<file path="config.mk">
export PLATFORM = sky130hd
export DESIGN_NAME = bsg_wormhole_multicast_flat
export DESIGN_NICKNAME = d
export VERILOG_FILES = /design/src/rtl/bsg_wormhole_multicast_pkg.sv /design/src/rtl/bsg_wormhole_multicast_if.sv /design/src/rtl/bsg_wormhole_multicast_tracker.sv /design/src/rtl/bsg_wormhole_multicast.sv /design/src/flat_wrapper.sv
export SDC_FILE = /design/constraint.sdc
export NUM_CORES = 1
export LEC_CHECK = 0
export BUFFER_PORTS_ARGS = -buffer_cell sky130_fd_sc_hd__buf_4
export CORE_ASPECT_RATIO = 0.7
export CORE_MARGIN = 3
export CORE_UTILIZATION = 40
export CTS_BUF_LIST = sky130_fd_sc_hd__clkbuf_2 sky130_fd_sc_hd__clkbuf_4 sky130_fd_sc_hd__clkbuf_8
export DETAILED_ROUTE_END_ITERATION = 10
export PLACE_DENSITY = 0.88
export REMOVE_ABC_BUFFERS = 1
export SLEW_MARGIN = 20
export SYNTH_ARGS = -nofsm -noshare
export SYNTH_HDL_FRONTEND = slang
export SYNTH_SLANG_ARGS = --single-unit
export TNS_END_PERCENT = 20
</file>
<file path="constraint.sdc">
create_clock -name clk_i -period 3.2 [get_ports clk_i]
set_input_delay 0.16 -clock clk_i [delete_from_list [all_inputs] [get_ports clk_i]]
set_output_delay 0.16 -clock clk_i [all_outputs]
set_load 0.01 [all_outputs]
</file>
<file path="src/rtl/bsg_wormhole_multicast_pkg.sv">
// rtl/bsg_wormhole_multicast_pkg.sv - shared state enum and header layout for the multicast splitter
`define BSG_WORMHOLE_MULTICAST_HEADER_S(els, len_bits) \
    struct packed { \
        logic [(len_bits)-1:0] payload_len; \
        logic [(els)-1:0]      dest_mask; \
    }

package bsg_wormhole_multicast_pkg;

    typedef enum logic {
        eHeader = 1'b0,
        eBody   = 1'b1
    } state_e;

endpackage

</file>
<file path="src/rtl/bsg_wormhole_multicast_if.sv">
// rtl/bsg_wormhole_multicast_if.sv - link-side and consumer-side handshake bundle of the splitter
interface bsg_wormhole_multicast_if #(
    parameter int width_p = 32,
    parameter int els_p   = 4
);
    logic                            v_i;
    logic [width_p-1:0]              data_i;
    logic                            ready_and_o;
    logic [els_p-1:0]                v_o;
    logic [els_p-1:0][width_p-1:0]   data_o;
    logic [els_p-1:0]                ready_and_i;

    modport master (
        output v_i, data_i, ready_and_i,
        input  ready_and_o, v_o, data_o
    );

    modport slave (
        input  v_i, data_i, ready_and_i,
        output ready_and_o, v_o, data_o
    );
endinterface

</file>
<file path="src/rtl/bsg_wormhole_multicast_tracker.sv">
// rtl/bsg_wormhole_multicast_tracker.sv - per-output acceptance record and and-type ready reduction
module bsg_wormhole_multicast_tracker #(
    parameter int els_p = 4
) (
    input  logic             clk_i,
    input  logic             reset_n_i,
    input  logic             v_i,
    input  logic [els_p-1:0] sel_i,
    input  logic [els_p-1:0] ready_and_i,
    output logic [els_p-1:0] v_o,
    output logic             ready_and_o
);
    logic [els_p-1:0] sent_q, sent_d;

    // An output that already took the current flit is masked off so it never sees it twice.
    assign v_o         = {els_p{v_i}} & sel_i & ~sent_q;
    assign ready_and_o = &(~sel_i | sent_q | ready_and_i);

    always_comb begin
        sent_d = sent_q | (v_o & ready_and_i);
        if (v_i && ready_and_o) begin
            sent_d = '0;
        end
    end

    always_ff @(posedge clk_i or negedge reset_n_i) begin
        if (!reset_n_i) begin
            sent_q <= '0;
        end else begin
            sent_q <= sent_d;
        end
    end
endmodule

</file>
<file path="src/rtl/bsg_wormhole_multicast.sv">
// rtl/bsg_wormhole_multicast.sv - single-input wormhole splitter forwarding each packet to a destination-mask subset
module bsg_wormhole_multicast
    import bsg_wormhole_multicast_pkg::*;
#(
    parameter int width_p            = 32,
    parameter int els_p              = 4,
    parameter int payload_len_bits_p = 4
) (
    input  logic                     clk_i,
    input  logic                     reset_n_i,
    bsg_wormhole_multicast_if.slave  link
);
    localparam int hdr_width_lp = els_p + payload_len_bits_p;

    typedef `BSG_WORMHOLE_MULTICAST_HEADER_S(els_p, payload_len_bits_p) header_s;

    header_s                       hdr;
    state_e                        state_q, state_d;
    logic [els_p-1:0]              sel_q, sel_d, sel;
    logic [payload_len_bits_p-1:0] len_q, len_d;
    logic                          fire;

    assign hdr  = header_s'(link.data_i[hdr_width_lp-1:0]);
    assign sel  = (state_q == eHeader) ? hdr.dest_mask : sel_q;
    assign fire = link.v_i & link.ready_and_o;

    for (genvar k = 0; k < els_p; k++) begin : g_lane
        assign link.data_o[k] = link.data_i;
    end

    bsg_wormhole_multicast_tracker #(
        .els_p (els_p)
    ) tracker (
        .clk_i       (clk_i),
        .reset_n_i   (reset_n_i),
        .v_i         (link.v_i),
        .sel_i       (sel),
        .ready_and_i (link.ready_and_i),
        .v_o         (link.v_o),
        .ready_and_o (link.ready_and_o)
    );

    // A zero mask still walks the length counter so the dropped payload is swallowed whole.
    always_comb begin
        state_d = state_q;
        sel_d   = sel_q;
        len_d   = len_q;
        if (fire) begin
            if (state_q == eHeader) begin
                sel_d = hdr.dest_mask;
                len_d = hdr.payload_len;
                if (hdr.payload_len != '0) begin
                    state_d = eBody;
                end
            end else begin
                len_d = len_q - payload_len_bits_p'(1);
                if (len_q == payload_len_bits_p'(1)) begin
                    state_d = eHeader;
                end
            end
        end
    end

    always_ff @(posedge clk_i or negedge reset_n_i) begin
        if (!reset_n_i) begin
            state_q <= eHeader;
            sel_q   <= '0;
            len_q   <= '0;
        end else begin
            state_q <= state_d;
            sel_q   <= sel_d;
            len_q   <= len_d;
        end
    end
endmodule

</file>
<file path="src/flat_wrapper.sv">
// flat-port wrapper written by rule: the top's interface ports become plain ports
module bsg_wormhole_multicast_flat import bsg_wormhole_multicast_pkg::*;
#(
    parameter int width_p            = 32,
    parameter int els_p              = 4,
    parameter int payload_len_bits_p = 4
)
  (clk_i, reset_n_i, link_v_i, link_data_i, link_ready_and_i, link_ready_and_o, link_v_o, link_data_o);
  bsg_wormhole_multicast_if #(.width_p(width_p), .els_p(els_p)) link_i ();
  input  logic clk_i;
  input  logic reset_n_i;
  input wire logic [$bits(link_i.v_i)-1:0] link_v_i;
  input wire logic [$bits(link_i.data_i)-1:0] link_data_i;
  input wire logic [$bits(link_i.ready_and_i)-1:0] link_ready_and_i;
  output wire logic [$bits(link_i.ready_and_o)-1:0] link_ready_and_o;
  output wire logic [$bits(link_i.v_o)-1:0] link_v_o;
  output wire logic [$bits(link_i.data_o)-1:0] link_data_o;
  assign link_i.v_i = link_v_i;
  assign link_i.data_i = link_data_i;
  assign link_i.ready_and_i = link_ready_and_i;
  assign link_ready_and_o = link_i.ready_and_o;
  assign link_v_o = link_i.v_o;
  assign link_data_o = link_i.data_o;
  bsg_wormhole_multicast #(.width_p(width_p), .els_p(els_p), .payload_len_bits_p(payload_len_bits_p)) u_core (.clk_i(clk_i), .reset_n_i(reset_n_i), .link(link_i));
endmodule
</file>
* After elaboration in Yosys (flattened, before gate mapping)
Index checks and enable logic that the tools add are counted.
Storage, ports and cells: flip-flop bits (word level) 13, input bits 39
Operators by class: add/subtract/negate cells 1, eq/ne operators 1, muxes and demuxes 6, bitwise gates (word level) 9, reduce and logical (&&, ||, !) cells 3
Operator list (count):
- 4-bit AND | 3
- 4-bit two-way mux | 3
- 4-bit bitwise OR | 3
- 4-bit NOT | 2
- 4-bit by 1-bit equality test with 1-bit output (second input constant) | 1
- 4-bit AND reduction | 1
- 4-bit nonzero test | 1
- 4-bit by 1-bit subtractor with 4-bit output (second input constant) | 1
- 1-bit two-way mux | 3
- 1-bit AND | 1
- 1-bit logical AND | 1

* Logic depth before layout (Yosys ltp)
depth after elaboration 7, depth in mapped cells 5

* Cells and area by module
Synthesis repeated with hierarchy kept, for this count alone.
Unflattened totals: cell total of the unflattened synthesis 206, area, all modules 1727.9 sq um
By module, submodules not included:
- bsg_wormhole_multicast | instances 1, cells an instance 178, area an instance 1483.9 sq um, sequential area each 225.2 sq um
- bsg_wormhole_multicast_tracker | instances 1, cells an instance 28, area an instance 244.0 sq um, sequential area each 100.1 sq um

* Worst setup path before layout
No wires, ideal clock.
path kind reg-to-reg, start point reg u_core.state_q, end point reg u_core.state_q, library setup time 125 ps, arrival 1565 ps, setup slack 1510 ps, cell stages (with the launch flop) 6, path through dfrtp_1 buf_6 mux2i_2 o32ai_2 nor3_4 mux2_4
On the way: longest elaborated chain between the ends 6, elaborated cells between the ends (all ways) 7, classes of those cells mux (2); bitwise (4); reduce/logical (1)
RTL lines:
- start, declared | RTL line bsg_wormhole_multicast.sv:18 | state_e state_q, state_d;
- start signal, assigned | RTL line bsg_wormhole_multicast.sv:66 | state_q <= eHeader;
- start signal, assigned | RTL line bsg_wormhole_multicast.sv:70 | state_q <= state_d;
- 4-bit two-way mux
- 4-bit NOT | RTL line bsg_wormhole_multicast_tracker.sv:17 | assign ready_and_o = &(~sel_i | sent_q | ready_and_i);
- 4-bit bitwise OR (2 in series) | RTL line bsg_wormhole_multicast_tracker.sv:17
- 4-bit AND reduction | RTL line bsg_wormhole_multicast_tracker.sv:17
- 1-bit AND | RTL line bsg_wormhole_multicast.sv:25 | assign fire = link.v_i & link.ready_and_o;
Several ways; a longest one is shown, not always the timed one. A chain may end at the register's enable or synchronous reset.

* Final worst setup path
Ends and elaborated chain as after synthesis.

==> key figures <==
Status
  – Status: complete, no violations

Setup path
  – Critical path class: flop to flop
  – Crit path DAT: 2.23 ns
  – Worst EP required: 3.33 ns
  – Crit. End Element: flop
  – Worst r2r src: u_core.state_q
  – CP Max Fanout: 11
  – Crit start category: flop
  – Critical Path Source: u_core.state_q

Clock tree
  – CTS Buf Count: 3
  – Clk root buf: clkbuf_8
  – TritonCTS clock tree: built
  – H-tree depth: 1
  – Setup bufs post-CTS: 0
  – CTS Buffer Depth: 2
  – Clock-pin slew on the worst setup and hold paths: 0.06 ns
  – Clock sinks: 13
  – Post-CTS sizing: 0
  – Clk_lat worst skew: 0.24 ns

STA
  – Max-slew violations: 0
  – Max Fclk: 0.4768 GHz
  – Final Hold Viols: 0
  – Tmin final: 2.097 ns
  – Setup skew after layout: 0.001107 ns
  – RSZ-0062 raised after global routing: no
  – Final setup violating endpoints: 0
  – Final period utilization: 0.6554
  – Pin slew with the least headroom to its limit: 0.5549 ns
  – Worst rel slew slack: 0.6300
  – Setup TNS: 0 ns

Floorplan
  – Chip width: 84.73 µm
  – IO Count: 172
  – CORE AREA: 4041 µm²
  – Starting Density: 0.4294
  – Die Span Y: 61.11 µm
  – Die area: 5178 µm²
  – FP Rows: 19

Logic synthesis
  – Post-synth top flop: dfrtp_1
  – Post-Syn Area per Cell: 8.591 µm²
  – Post-synth EDFFs: 0
  – FF+latch count, synth: 13
  – Cell Area, Synth: 1735 µm²
  – Post-Syn Instances: 202
  – Synth warn: 0
  – Synth cell types: 31
  – Asr flop ratio synth: 1.000
  – Sequential area share after synthesis: 0.1875

Routing
  – Post-Route WL: 5533 µm
  – Routed len/inst: 30.57 µm
  – ANT nets after route: 0
  – Initial DRC Count: 97
  – Drt first pass iters: 4
  – Vias per cell: 5.381
  – DRC viols: 0
  – Via count: 974

Placed design
  – GPL Wtd Cong: 0.9429
  – PortBufs: 51
  – DP HPWL: 4783 µm
  – DP Area: 1211 µm²

Global route
  – Largest net degree at the start of global routing: 14
  – Global-route wire length before repair: 7279 µm
  – Vias in the first global route: 945
  – Initial antenna violation count: 0
  – Grt ovf: 0
  – Total track usage: 0.2047

Power
  – Leak: 0.0006203 µW
  – PD cells: 818.5 nW/µm²
  – VDD IR max: 310.8 µV

Layout
  – Antenna fix cells: 0
  – Fillers: 418
  – P&R area growth vs syn: -26.96%
  – Commonest cells after routing, fill and taps aside: buf_4, dfrtp_1, nor2_1
  – Fin area: 1267 µm²
  – Net count reported at finish: 171
  – Commonest non-fill, non-tap cell in the layout: buf_4
  – Share of cells above drive strength 1: 0.5426

Min path
  – Min-delay src: link_ready_and_i[0]
  – Hold WC Path Type: input port to flop

Flow run
  – Max-cap check violation count: 0
==> sequential cells by signal (all words and copies together), names as in the netlist <==
signal / cells
u_core.len_q: 4
u_core.sel_q: 4
u_core.tracker.sent_q: 4
u_core.state_q: 1
==> final timing paths <==
check,endpoint,slack (ns),cells past startpoint
setup / recovery,u_core.state_q,1.10,4
hold / removal,u_core.tracker.sent_q[0],0.17,3
setup reg to reg,u_core.state_q,1.10,4
hold reg to reg,u_core.sel_q[2],0.51,1
max in group asynchronous,u_core.tracker.sent_q[1],2.73,2
min in group asynchronous,u_core.tracker.sent_q[3],0.31,2
==> synthesized netlist by cell type (2+ instances only) <==
library cell	count	area, µm²
a21oi_1	6	30.03
nor3_1	8	40.04
mux2_2	4	45.04
dfrtp_1	13	325.3
buf_4	128	960.9
or2_2	4	25.02
nor2_1	9	33.78
inv_1	3	11.26
ha_1	2	25.02
mux2i_1	4	40.04
==> cell families (layout without fill, tap and decap cells) <==
kind of cell | Yosys count | count (layout) | share of synthesized area
compound gates | 18 | 18 | 0.08292
fa+ha+maj | 2 | 2 | 0.01442
buf+inv | 133 | 60 | 0.5688
flops | 13 | 13 | 0.1875
mux | 10 | 10 | 0.06560
simple gates | 26 | 26 | 0.08075
==> timing repair <==
item                                    4_1_cts  5_1_grt
endpoints found under the setup margin        0        0
endpoints found under the hold margin        13        0
hold buffers                                  1        0
==> power by group <==
group          switching, µW  internal, µW  total [µW]
Clock                   61.2          86.1         147
Sequential              83.4           244         327
Combinational            286           277         563
==> layer usage <==
layer | global-route usage | up-vias | routed length [µm]
li1 | - | 390 | -
met1 | 0.2175 | 448 | 1866
met2 | 0.2921 | 115 | 2402
met3 | 0.1711 | 18 | 1026
met4 | 0.07901 | 3 | 187
met5 | 0.08182 | - | 50
==> critical path, stage by stage (launching register included) <==
cell     delay (ns)
dfrtp_1        0.62
mux2i_1        0.42
o22ai_2        0.23
nor3_4         0.37
mux2_4         0.33
==> final cells by class <==
type,count,area [µm²],share of cell area
inverters,4,15.01,0.01185
multi-input cells,56,422.9,0.3337
clock inverters,1,5.005,0.003949
clock buffers,3,41.29,0.03258
well taps,52,65.06,0.05133
repair buffers,52,392.9,0.3100
flip-flops and latches,13,325.3,0.2567
==> stage by stage <==
step / hold slack (ns) / setup slack [ns] / util / power (µW) / std cells
finish: 0.1695 / 1.103 / 0.3136 / 1037 / 181
global placement: 0.01561 / 1.204 / 0.2997 / 880.8 / 176
floorplan: -0.1356 / 1.418 / - / 677.5 / 73
CTS: 0.1683 / 1.119 / 0.3136 / 1042 / 181
detailed placement: 0.01236 / 1.138 / 0.2997 / 885.6 / 176
global route: 0.1891 / 1.004 / 0.3136 / 1126 / 181
(Power assumes the default switching activity.)
